**src/rtl/draw_pkg.sv**
```systemverilog
// Shared widths, screen limits and box_drawer state encoding.
// Also used by the symbol-drawer datapath so coordinate buses line up.
package draw_pkg;
  localparam int X_W      = 8;
  localparam int Y_W      = 7;
  localparam int SIZE_W   = 5;
  localparam int COLOUR_W = 3;
  localparam int SCREEN_W = 160;
  localparam int SCREEN_H = 120;

  typedef enum logic [1:0] {
    IDLE = 2'd0,
    DRAW = 2'd1,
    DONE = 2'd2
  } box_state_t;
endpackage

```
**src/rtl/box_scan_counter.sv**
```systemverilog
// Raster scan counter for one box: cx runs 0..w-1, then cy advances.
// Latency: counters update on the enabled edge; no backpressure, en gates every step.
module box_scan_counter
  import draw_pkg::*;
(
  input  logic              clk,
  input  logic              reset,
  input  logic              clear,
  input  logic              en,
  input  logic [SIZE_W-1:0] w_lim,
  input  logic [SIZE_W-1:0] h_lim,
  output logic [SIZE_W-1:0] cx,
  output logic [SIZE_W-1:0] cy,
  output logic              last_col,
  output logic              last
);

  assign last_col = (cx == w_lim - 1'b1);
  assign last     = last_col && (cy == h_lim - 1'b1);

  always_ff @(posedge clk) begin
    if (reset || clear) begin
      cx <= '0;
      cy <= '0;
    end else if (en) begin
      if (last_col) begin
        cx <= '0;
        cy <= cy + 1'b1;
      end else begin
        cx <= cx + 1'b1;
      end
    end
  end

endmodule

```
**src/rtl/box_drawer.sv**
```systemverilog
// Filled-rectangle pixel engine: one pixel per cycle in raster order, then a one-cycle done.
// Latency: first pixel one cycle after go, done after w*h pixels; go ignored while busy. Optional BOX_DRAWER_OUTLINE_EN.
module box_drawer
  import draw_pkg::*;
(
  input  logic                clk,
  input  logic                reset,
  input  logic                go,
`ifdef BOX_DRAWER_OUTLINE_EN
  input  logic                outline,
`endif
  input  logic [X_W-1:0]      x0,
  input  logic [Y_W-1:0]      y0,
  input  logic [SIZE_W-1:0]   width,
  input  logic [SIZE_W-1:0]   height,
  input  logic [COLOUR_W-1:0] colour,
  output logic [X_W-1:0]      vga_x,
  output logic [Y_W-1:0]      vga_y,
  output logic [COLOUR_W-1:0] vga_colour,
  output logic                plot,
  output logic                busy,
  output logic                done
);

  localparam logic [X_W:0] SCREEN_W_X = (X_W+1)'(SCREEN_W);
  localparam logic [Y_W:0] SCREEN_H_Y = (Y_W+1)'(SCREEN_H);

  box_state_t state, state_nxt;

  logic [X_W-1:0]      x0_r;
  logic [Y_W-1:0]      y0_r;
  logic [SIZE_W-1:0]   w_r;
  logic [SIZE_W-1:0]   h_r;
  logic [COLOUR_W-1:0] colour_r;
  logic [SIZE_W-1:0]   cx, cy;
  logic                last_col, last;
  logic                accept;
  logic [X_W:0]        sum_x;
  logic [Y_W:0]        sum_y;
  logic                on_screen;
  logic                pix_en;

  assign accept = (state == IDLE) && go;

  always_ff @(posedge clk) begin
    if (reset) begin
      state <= IDLE;
    end else begin
      state <= state_nxt;
    end
  end

  always_comb begin
    state_nxt = state;
    case (state)
      IDLE:    if (go) state_nxt = ((width == '0) || (height == '0)) ? DONE : DRAW;
      DRAW:    if (last) state_nxt = DONE;
      DONE:    state_nxt = IDLE;
      default: state_nxt = IDLE;
    endcase
  end

  // Box parameters are captured only on accept so upstream may move on immediately.
  always_ff @(posedge clk) begin
    if (reset) begin
      x0_r     <= '0;
      y0_r     <= '0;
      w_r      <= '0;
      h_r      <= '0;
      colour_r <= '0;
    end else if (accept) begin
      x0_r     <= x0;
      y0_r     <= y0;
      w_r      <= width;
      h_r      <= height;
      colour_r <= colour;
    end
  end

  box_scan_counter u_scan (
    .clk      (clk),
    .reset    (reset),
    .clear    (accept),
    .en       (state == DRAW),
    .w_lim    (w_r),
    .h_lim    (h_r),
    .cx       (cx),
    .cy       (cy),
    .last_col (last_col),
    .last     (last)
  );

  // One extra bit keeps off-screen sums from wrapping back into the visible area.
  assign sum_x     = {1'b0, x0_r} + (X_W+1)'(cx);
  assign sum_y     = {1'b0, y0_r} + (Y_W+1)'(cy);
  assign on_screen = (sum_x < SCREEN_W_X) && (sum_y < SCREEN_H_Y);

`ifdef BOX_DRAWER_OUTLINE_EN
  logic outline_r;

  always_ff @(posedge clk) begin
    if (reset) begin
      outline_r <= 1'b0;
    end else if (accept) begin
      outline_r <= outline;
    end
  end

  assign pix_en = !outline_r || (cx == '0) || last_col ||
                  (cy == '0) || (cy == h_r - 1'b1);
`else
  assign pix_en = 1'b1;
`endif

  always_comb begin
    vga_x      = '0;
    vga_y      = '0;
    vga_colour = '0;
    plot       = 1'b0;
    busy       = 1'b0;
    done       = 1'b0;
    case (state)
      DRAW: begin
        vga_x      = sum_x[X_W-1:0];
        vga_y      = sum_y[Y_W-1:0];
        vga_colour = colour_r;
        plot       = on_screen && pix_en;
        busy       = 1'b1;
      end
      DONE: begin
        busy = 1'b1;
        done = 1'b1;
      end
      default: ;
    endcase
  end

endmodule

```
**config.mk**
```make
export PLATFORM = sky130hd
export DESIGN_NAME = box_drawer
export DESIGN_NICKNAME = d
export VERILOG_FILES = /design/src/rtl/draw_pkg.sv /design/src/rtl/box_scan_counter.sv /design/src/rtl/box_drawer.sv
export SDC_FILE = /design/constraint.sdc
export NUM_CORES = 1
export LEC_CHECK = 0
export CAP_MARGIN = 40
export CORE_MARGIN = 3
export CORE_UTILIZATION = 55
export CTS_CLUSTER_SIZE = 14
export DETAILED_ROUTE_END_ITERATION = 8
export HOLD_SLACK_MARGIN = 0.03
export PLACE_DENSITY = 0.92
export SKIP_CTS_REPAIR_TIMING = 1
export SLEW_MARGIN = 20
export SYNTH_ARGS = -nofsm -noshare
export SYNTH_HDL_FRONTEND = slang
export SYNTH_SLANG_ARGS = --single-unit
```
**constraint.sdc**
```tcl
create_clock -name clk -period 4.9 [get_ports clk]
set_clock_uncertainty 0.1 [all_clocks]
set_input_delay 0.49 -clock clk [delete_from_list [all_inputs] [get_ports clk]]
set_output_delay 0.49 -clock clk [all_outputs]
set_load 0.02 [all_outputs]
```
==> results.sh, run 1 <==
export IMPL_fin_crit_ns=3.56
export IMPL_nets=406
export IMPL_syn_to_final_growth_pct=28.5
export IMPL_netlist_top_cells_area="dfxtp_1, nand2_1, ha_1"
export IMPL_critical_path_class="flop to output pin"
export IMPL_insertion_delay_ns=0.30
export IMPL_p_leak_nw=1.20
export IMPL_hold_violations=0
export IMPL_grt_ovfl_total=0
export IMPL_first_pass_iters=5
export IMPL_min_path_type="flop to flop"
export IMPL_fp_coreArea_mm2=0.00412
export IMPL_critPathCaptureType="output pin"
export IMPL_yosys_warnings=0
export IMPL_start_kind="flop"
export IMPL_cts_root_buf="clkbuf_8"
export IMPL_drv_slew=0
export IMPL_area_sequential_um2=801
export IMPL_syn_inst=306
export IMPL_numCtsBuffers=5
export IMPL_postRouteAntennaNets=0
export IMPL_total_power_mw=0.869
export IMPL_finalSetupViolations=0
export IMPL_post_synth_num_cell_types=40
export IMPL_drt_wl_total_um=5990
export IMPL_drive_gt1_share_pct=3.92
export IMPL_syn_nets=356
export IMPL_cp_slowest_stage_delay_ns=0.60
export IMPL_start_util_pct=58.5
export IMPL_grt_pass1_wl_um=9780
export IMPL_die_w_um=72.1
export IMPL_gr_usage_all_layers_pct=23.6
export IMPL_grt_pass1_vias=2194
export IMPL_multiInputGateArea_mm2=0.00151
export IMPL_die_h_um=72.1
export IMPL_fillers=294
export IMPL_gp_congestion=0.856
export IMPL_final_cell_mix="nand2_1, clkdlybuf4s50_1, dfxtp_1"
export IMPL_outcome="finished, final reports clean"
export IMPL_crit_chain="ha_1, inv_1, fa_1, nor2b_1, o21ai_0, a21boi_0, o21ai_0, xnor2_1, and2_1, clkdlybuf4s50_1"
export IMPL_vias_per_cell=5.63
export IMPL_final_cells=407
export IMPL_rsz0062_at_grt="false"
export IMPL_dieArea_mm2=0.00520
export IMPL_drcViolationCount=0
export IMPL_clk_pin_slew_ns=0.08
export IMPL_dpl_cell_count=398
export IMPL_fmaxAchievable_mhz=281
export IMPL_syn_cell_area_mm2=0.00241
export IMPL_worstMarginPinSlew_ns=0.654
export IMPL_cp_common_cell="o21ai_0"
export IMPL_critPathSlowestCell="clkdlybuf4s50_1"
export IMPL_h_tree_depth=2
export IMPL_ys_flop_type="dfxtp_1"
export IMPL_dp_hpwl_um=4250
export IMPL_diodes=0
export IMPL_antenna_found_initial=0
export IMPL_crit_family="buffers and inverters"
export IMPL_worst_path_buf_inv=2
export IMPL_rows=23
export IMPL_cts_sinks=40
export IMPL_clk_path_buf_depth=2
export IMPL_fin_setup_tns_ns=0
export IMPL_vias=2293
export IMPL_async_reset_ff_share_pct=0
export IMPL_critPathMaxFanout=5
export IMPL_synth_top_area_share_pct=33.3
export IMPL_cap_violations=0
export IMPL_drt_iter0_drc=217
export IMPL_port_buffers=51
export IMPL_cp_required_ns=4.31
export IMPL_synth_top_cell_by_area="dfxtp_1"
export IMPL_ios=52
export IMPL_yosysSeqAreaShare_pct=33.3
export IMPL_period_share_pct=72.7
export IMPL_cts_tree="built"
export IMPL_ys_seq_elements=40
export IMPL_synth_edf_count=0
export IMPL_relSlewSlack_pct=56.4
export IMPL_cp_arrival_ns=2.97
export IMPL_pwr_density_cell_mw_per_mm2=281
export IMPL_grt_max_degree=33
export IMPL_wl_per_cell_um=14.7
export IMPL_ir_worst_vdd_v=0.000199
export IMPL_postSynthAreaPerCell_um2=7.86
export IMPL_layout_commonest_cell="nand2_1"
synthesized netlist by cell type (2+ instances only):
cell / count
nand2_1: 61
dfxtp_1: 40
a21oi_1: 36
nor2_1: 19
ha_1: 17
and2_1: 15
inv_1: 14
xnor2_1: 13
xor2_1: 12
o21ai_0: 11
clkbuf_1: 10
a211oi_1: 4
a21o_1: 4
nand2b_1: 4
nand4_1: 4
nand3_1: 3
nor2b_1: 3
nor3_1: 3
nor3b_1: 3
a211oi_2: 2
a21boi_0: 2
buf_1: 2
fa_1: 2
mux2i_1: 2
nand3b_1: 2
o211ai_1: 2
o21bai_1: 2
or4_1: 2
power breakdown:
group,total [mW],switching (mW),internal [mW]
Combinational,0.254,0.135,0.119
Clock,0.237,0.123,0.115
Sequential,0.377,0.0254,0.352
Total,0.869,0.283,0.586
per-stage QoR:
stage          util [%]  setup slack, ns  hold slack, ns  cell area [um2]
2_1_floorplan         -             2.41           0.332             2410
3_3_place_gp       71.5             1.83           0.338             2940
3_5_place_dp       72.5             1.73           0.350             2980
4_1_cts            74.8             1.37           0.361             3080
5_1_grt            75.2             1.12           0.388             3090
6_report           75.2             1.34           0.359             3090
registers in the layout, indices dropped and copies added, names as in the netlist:
register	flops
state	2
x0_r	8
w_r	5
u_scan.cy	5
y0_r	7
colour_r	3
h_r	5
u_scan.cx	5
worst reg2reg max path, stage by stage, from the launching register on:
cell	delay, ns
dfxtp_1	0.40
inv_1	0.06
ha_1	0.30
xnor2_1	0.14
a211oi_2	0.26
o211ai_1	0.16
o41ai_2	0.44
o21ai_1	0.17
a32o_1	0.24
worst paths after layout:
path                 from           to  slack [ns]  depth (start not counted)
max          u_scan.cy[0]     vga_y[6]        1.34                         10
min           colour_r[0]  colour_r[0]        0.36                          2
max reg2reg        w_r[0]     state[0]        2.52                          8
min reg2reg   colour_r[0]  colour_r[0]        0.36                          2
final cells by class:
| class | count | area share [%] |
|---|---|---|
| flip-flops and latches | 40 | 25.9 |
| clock buffers | 7 | 2.79 |
| clock inverters | 1 | 0.243 |
| well taps | 50 | 2.02 |
| multi-input cells | 240 | 48.7 |
| repair buffers | 55 | 18.6 |
| inverters | 14 | 1.70 |
cells by family (layout without fill, tap and decap cells):
logic type	count (synthesis)	after routing	synth area share, %
multiplexers	2	2	0.832
adder cells (fa/ha/maj)	19	19	10.5
XOR/XNOR	25	25	9.10
flip-flops	40	40	33.3
AND/OR/NAND/NOR	123	123	24.0
buffers and inverters	26	77	4.06
AO/OA/AOI/OAI	71	71	18.3
metal layers:
metal  up-vias  global-route usage, %  wire length (um)
met5         -                      0                 0
met1      1088                   28.6              2560
met4         0                   5.43                50
li1       1140                      -                 -
met2        59                   43.0              3070
met3         6                   4.57               307
Note: power is estimated with default switching activity, not from simulation.
==> inputs of run 2 (changes only) <==
CORE_UTILIZATION = 51   (was 55)
PLACE_DENSITY = 0.86   (was 0.92)
clock period = 3.4 ns   (was 4.9 ns; I/O delays follow)
==> run 2 against run 1 <==
Against the previous run:
- non-clock buffer count did not move
- first-iteration DRC count fell by 51%
- cell count grew 0.49%
- critical path depth down 2
- combinational power increased by 33%
- critical path type unchanged
==> results.sh, run 2 (synthesized netlist as in run 1, its figures left out) <==
export IMPL_outcome="finished, final reports clean"
export IMPL_fin_crit_ns=3.15
export IMPL_min_path_type="flop to flop"
export IMPL_drcViolationCount=0
export IMPL_relSlewSlack_pct=58.8
export IMPL_period_share_pct=92.8
export IMPL_die_w_um=74.7
export IMPL_critical_path_class="flop to output pin"
export IMPL_clk_pin_slew_ns=0.08
export IMPL_start_kind="flop"
export IMPL_regMostFlops="x0_r"
export IMPL_power_share_switching_pct=29.7
export IMPL_critPathMaxFanout=5
export IMPL_utilization_pct=69.9
export IMPL_combPwrFrac_pct=25.8
export IMPL_hold_violations=0
export IMPL_grt_pass1_wl_um=8850
export IMPL_diodes=0
export IMPL_ir_worst_vdd_v=0.000240
export IMPL_fmaxAchievable_mhz=317
export IMPL_p_sw_mw=0.389
export IMPL_drv_slew=0
export IMPL_cp_arrival_ns=2.71
export IMPL_drt_wl_total_um=5410
export IMPL_place_ws_ns=0.242
export IMPL_cp_startpoint="u_scan.cx[0]"
export IMPL_gp_congestion=0.855
export IMPL_pwr_density_cell_mw_per_mm2=422
export IMPL_fin_setup_tns_ns=0
export IMPL_gr_usage_all_layers_pct=20.7
export IMPL_dp_hpwl_um=3980
export IMPL_numCtsBuffers=5
export IMPL_cts_sinks=40
export IMPL_dieArea_mm2=0.00558
export IMPL_clk_path_buf_depth=2
export IMPL_cts_root_buf="clkbuf_8"
export IMPL_start_util_pct=54.1
export IMPL_grt_max_degree=32
export IMPL_finalSetupViolations=0
export IMPL_total_power_mw=1.31
export IMPL_holdCritStartpoint="colour_r[0]"
export IMPL_rsz0062_at_grt="false"
export IMPL_ios=52
export IMPL_place_area_mm2=0.00297
export IMPL_wl_per_cell_um=13.2
export IMPL_regToRegStartpoint="w_r[0]"
export IMPL_power_internal_mw=0.922
export IMPL_first_pass_iters=4
export IMPL_largest_registers="x0_r: 8 flops, y0_r: 7 flops"
export IMPL_insertion_delay_ns=0.30
export IMPL_die_h_um=74.7
export IMPL_syn_to_final_growth_pct=29.1
export IMPL_nets=406
export IMPL_critPathCaptureType="output pin"
export IMPL_final_cell_mix="nand2_1, clkdlybuf4s50_1, dfxtp_1"
export IMPL_h_tree_depth=2
export IMPL_grt_ovfl_total=0
export IMPL_postRouteAntennaNets=0
export IMPL_largest_reg_flops=8
export IMPL_drt_iter0_drc=106
export IMPL_vias=2228
export IMPL_power_share_clock_pct=32.8
export IMPL_vias_per_cell=5.45
export IMPL_cts_tree="built"
export IMPL_postLayoutCellArea_mm2=0.00311
export IMPL_layout_setup_ws_ns=0.246
export IMPL_cp_required_ns=2.96
export IMPL_rows=24
export IMPL_fp_coreArea_mm2=0.00444
export IMPL_p_seq_share_pct=41.3
export IMPL_layout_commonest_cell="nand2_1"
export IMPL_drive_gt1_share_pct=5.04
export IMPL_cap_violations=0
export IMPL_p_leak_nw=1.25
export IMPL_grt_pass1_vias=2073
export IMPL_port_buffers=51
export IMPL_worstMarginPinSlew_ns=0.618
export IMPL_antenna_found_initial=0
-- run 2: layout make-up --
type,instances,area [um2]
timing repair buffer,55,546
inverter,14,52.6
tap,52,65.1
clock buffer,7,96.3
multi-input combinational,240,1510
sequential,40,803
fill,401,1340
clock inverter,1,30.0
-- run 2: power by group through the flow --
stage          clock [mW]  combinational [mW]  sequential (mW)
4_1_cts             0.436               0.343            0.542
6_report            0.430               0.339            0.542
3_3_place_gp            0               0.332            0.550
5_1_grt             0.451               0.377            0.547
3_5_place_dp            0               0.340            0.552
2_1_floorplan           0               0.225            0.544
-- run 2: final timing paths --
kind | to | slack, ns | depth (start not counted)
min reg2reg | colour_r[0] | 0.35 | 2
max | vga_x[6] | 0.25 | 8
min | colour_r[0] | 0.35 | 2
max reg2reg | state[0] | 1.12 | 8
-- run 2: routing by layer --
| metal | global-route usage (%) | wire [um] | up-vias | share of wire, % |
|---|---|---|---|---|
| met5 | 0 | 0 | - | 0 |
| li1 | - | - | 1140 | - |
| met4 | 8.10 | 83 | 0 | 1.5 |
| met2 | 36.7 | 2730 | 56 | 50 |
| met1 | 23.9 | 2360 | 1023 | 44 |
| met3 | 5.07 | 244 | 9 | 4.5 |
-- run 2: per-stage QoR --
step | instances | hold WS, ns
after floorplan | 306 | 0.332
after detailed placement | 401 | 0.342
after CTS | 409 | 0.352
after global placement | 401 | 0.338
final | 409 | 0.353
after global routing | 409 | 0.377
-- run 2: worst max-delay path, cell delays in order, from the launching register on --
cell             delay [ns]
dfxtp_1                0.37
ha_1                   0.24
fa_1                   0.45
a211oi_2               0.22
nor2_1                 0.10
o21ai_0                0.20
xnor2_1                0.13
and2_1                 0.13
clkdlybuf4s50_1        0.59
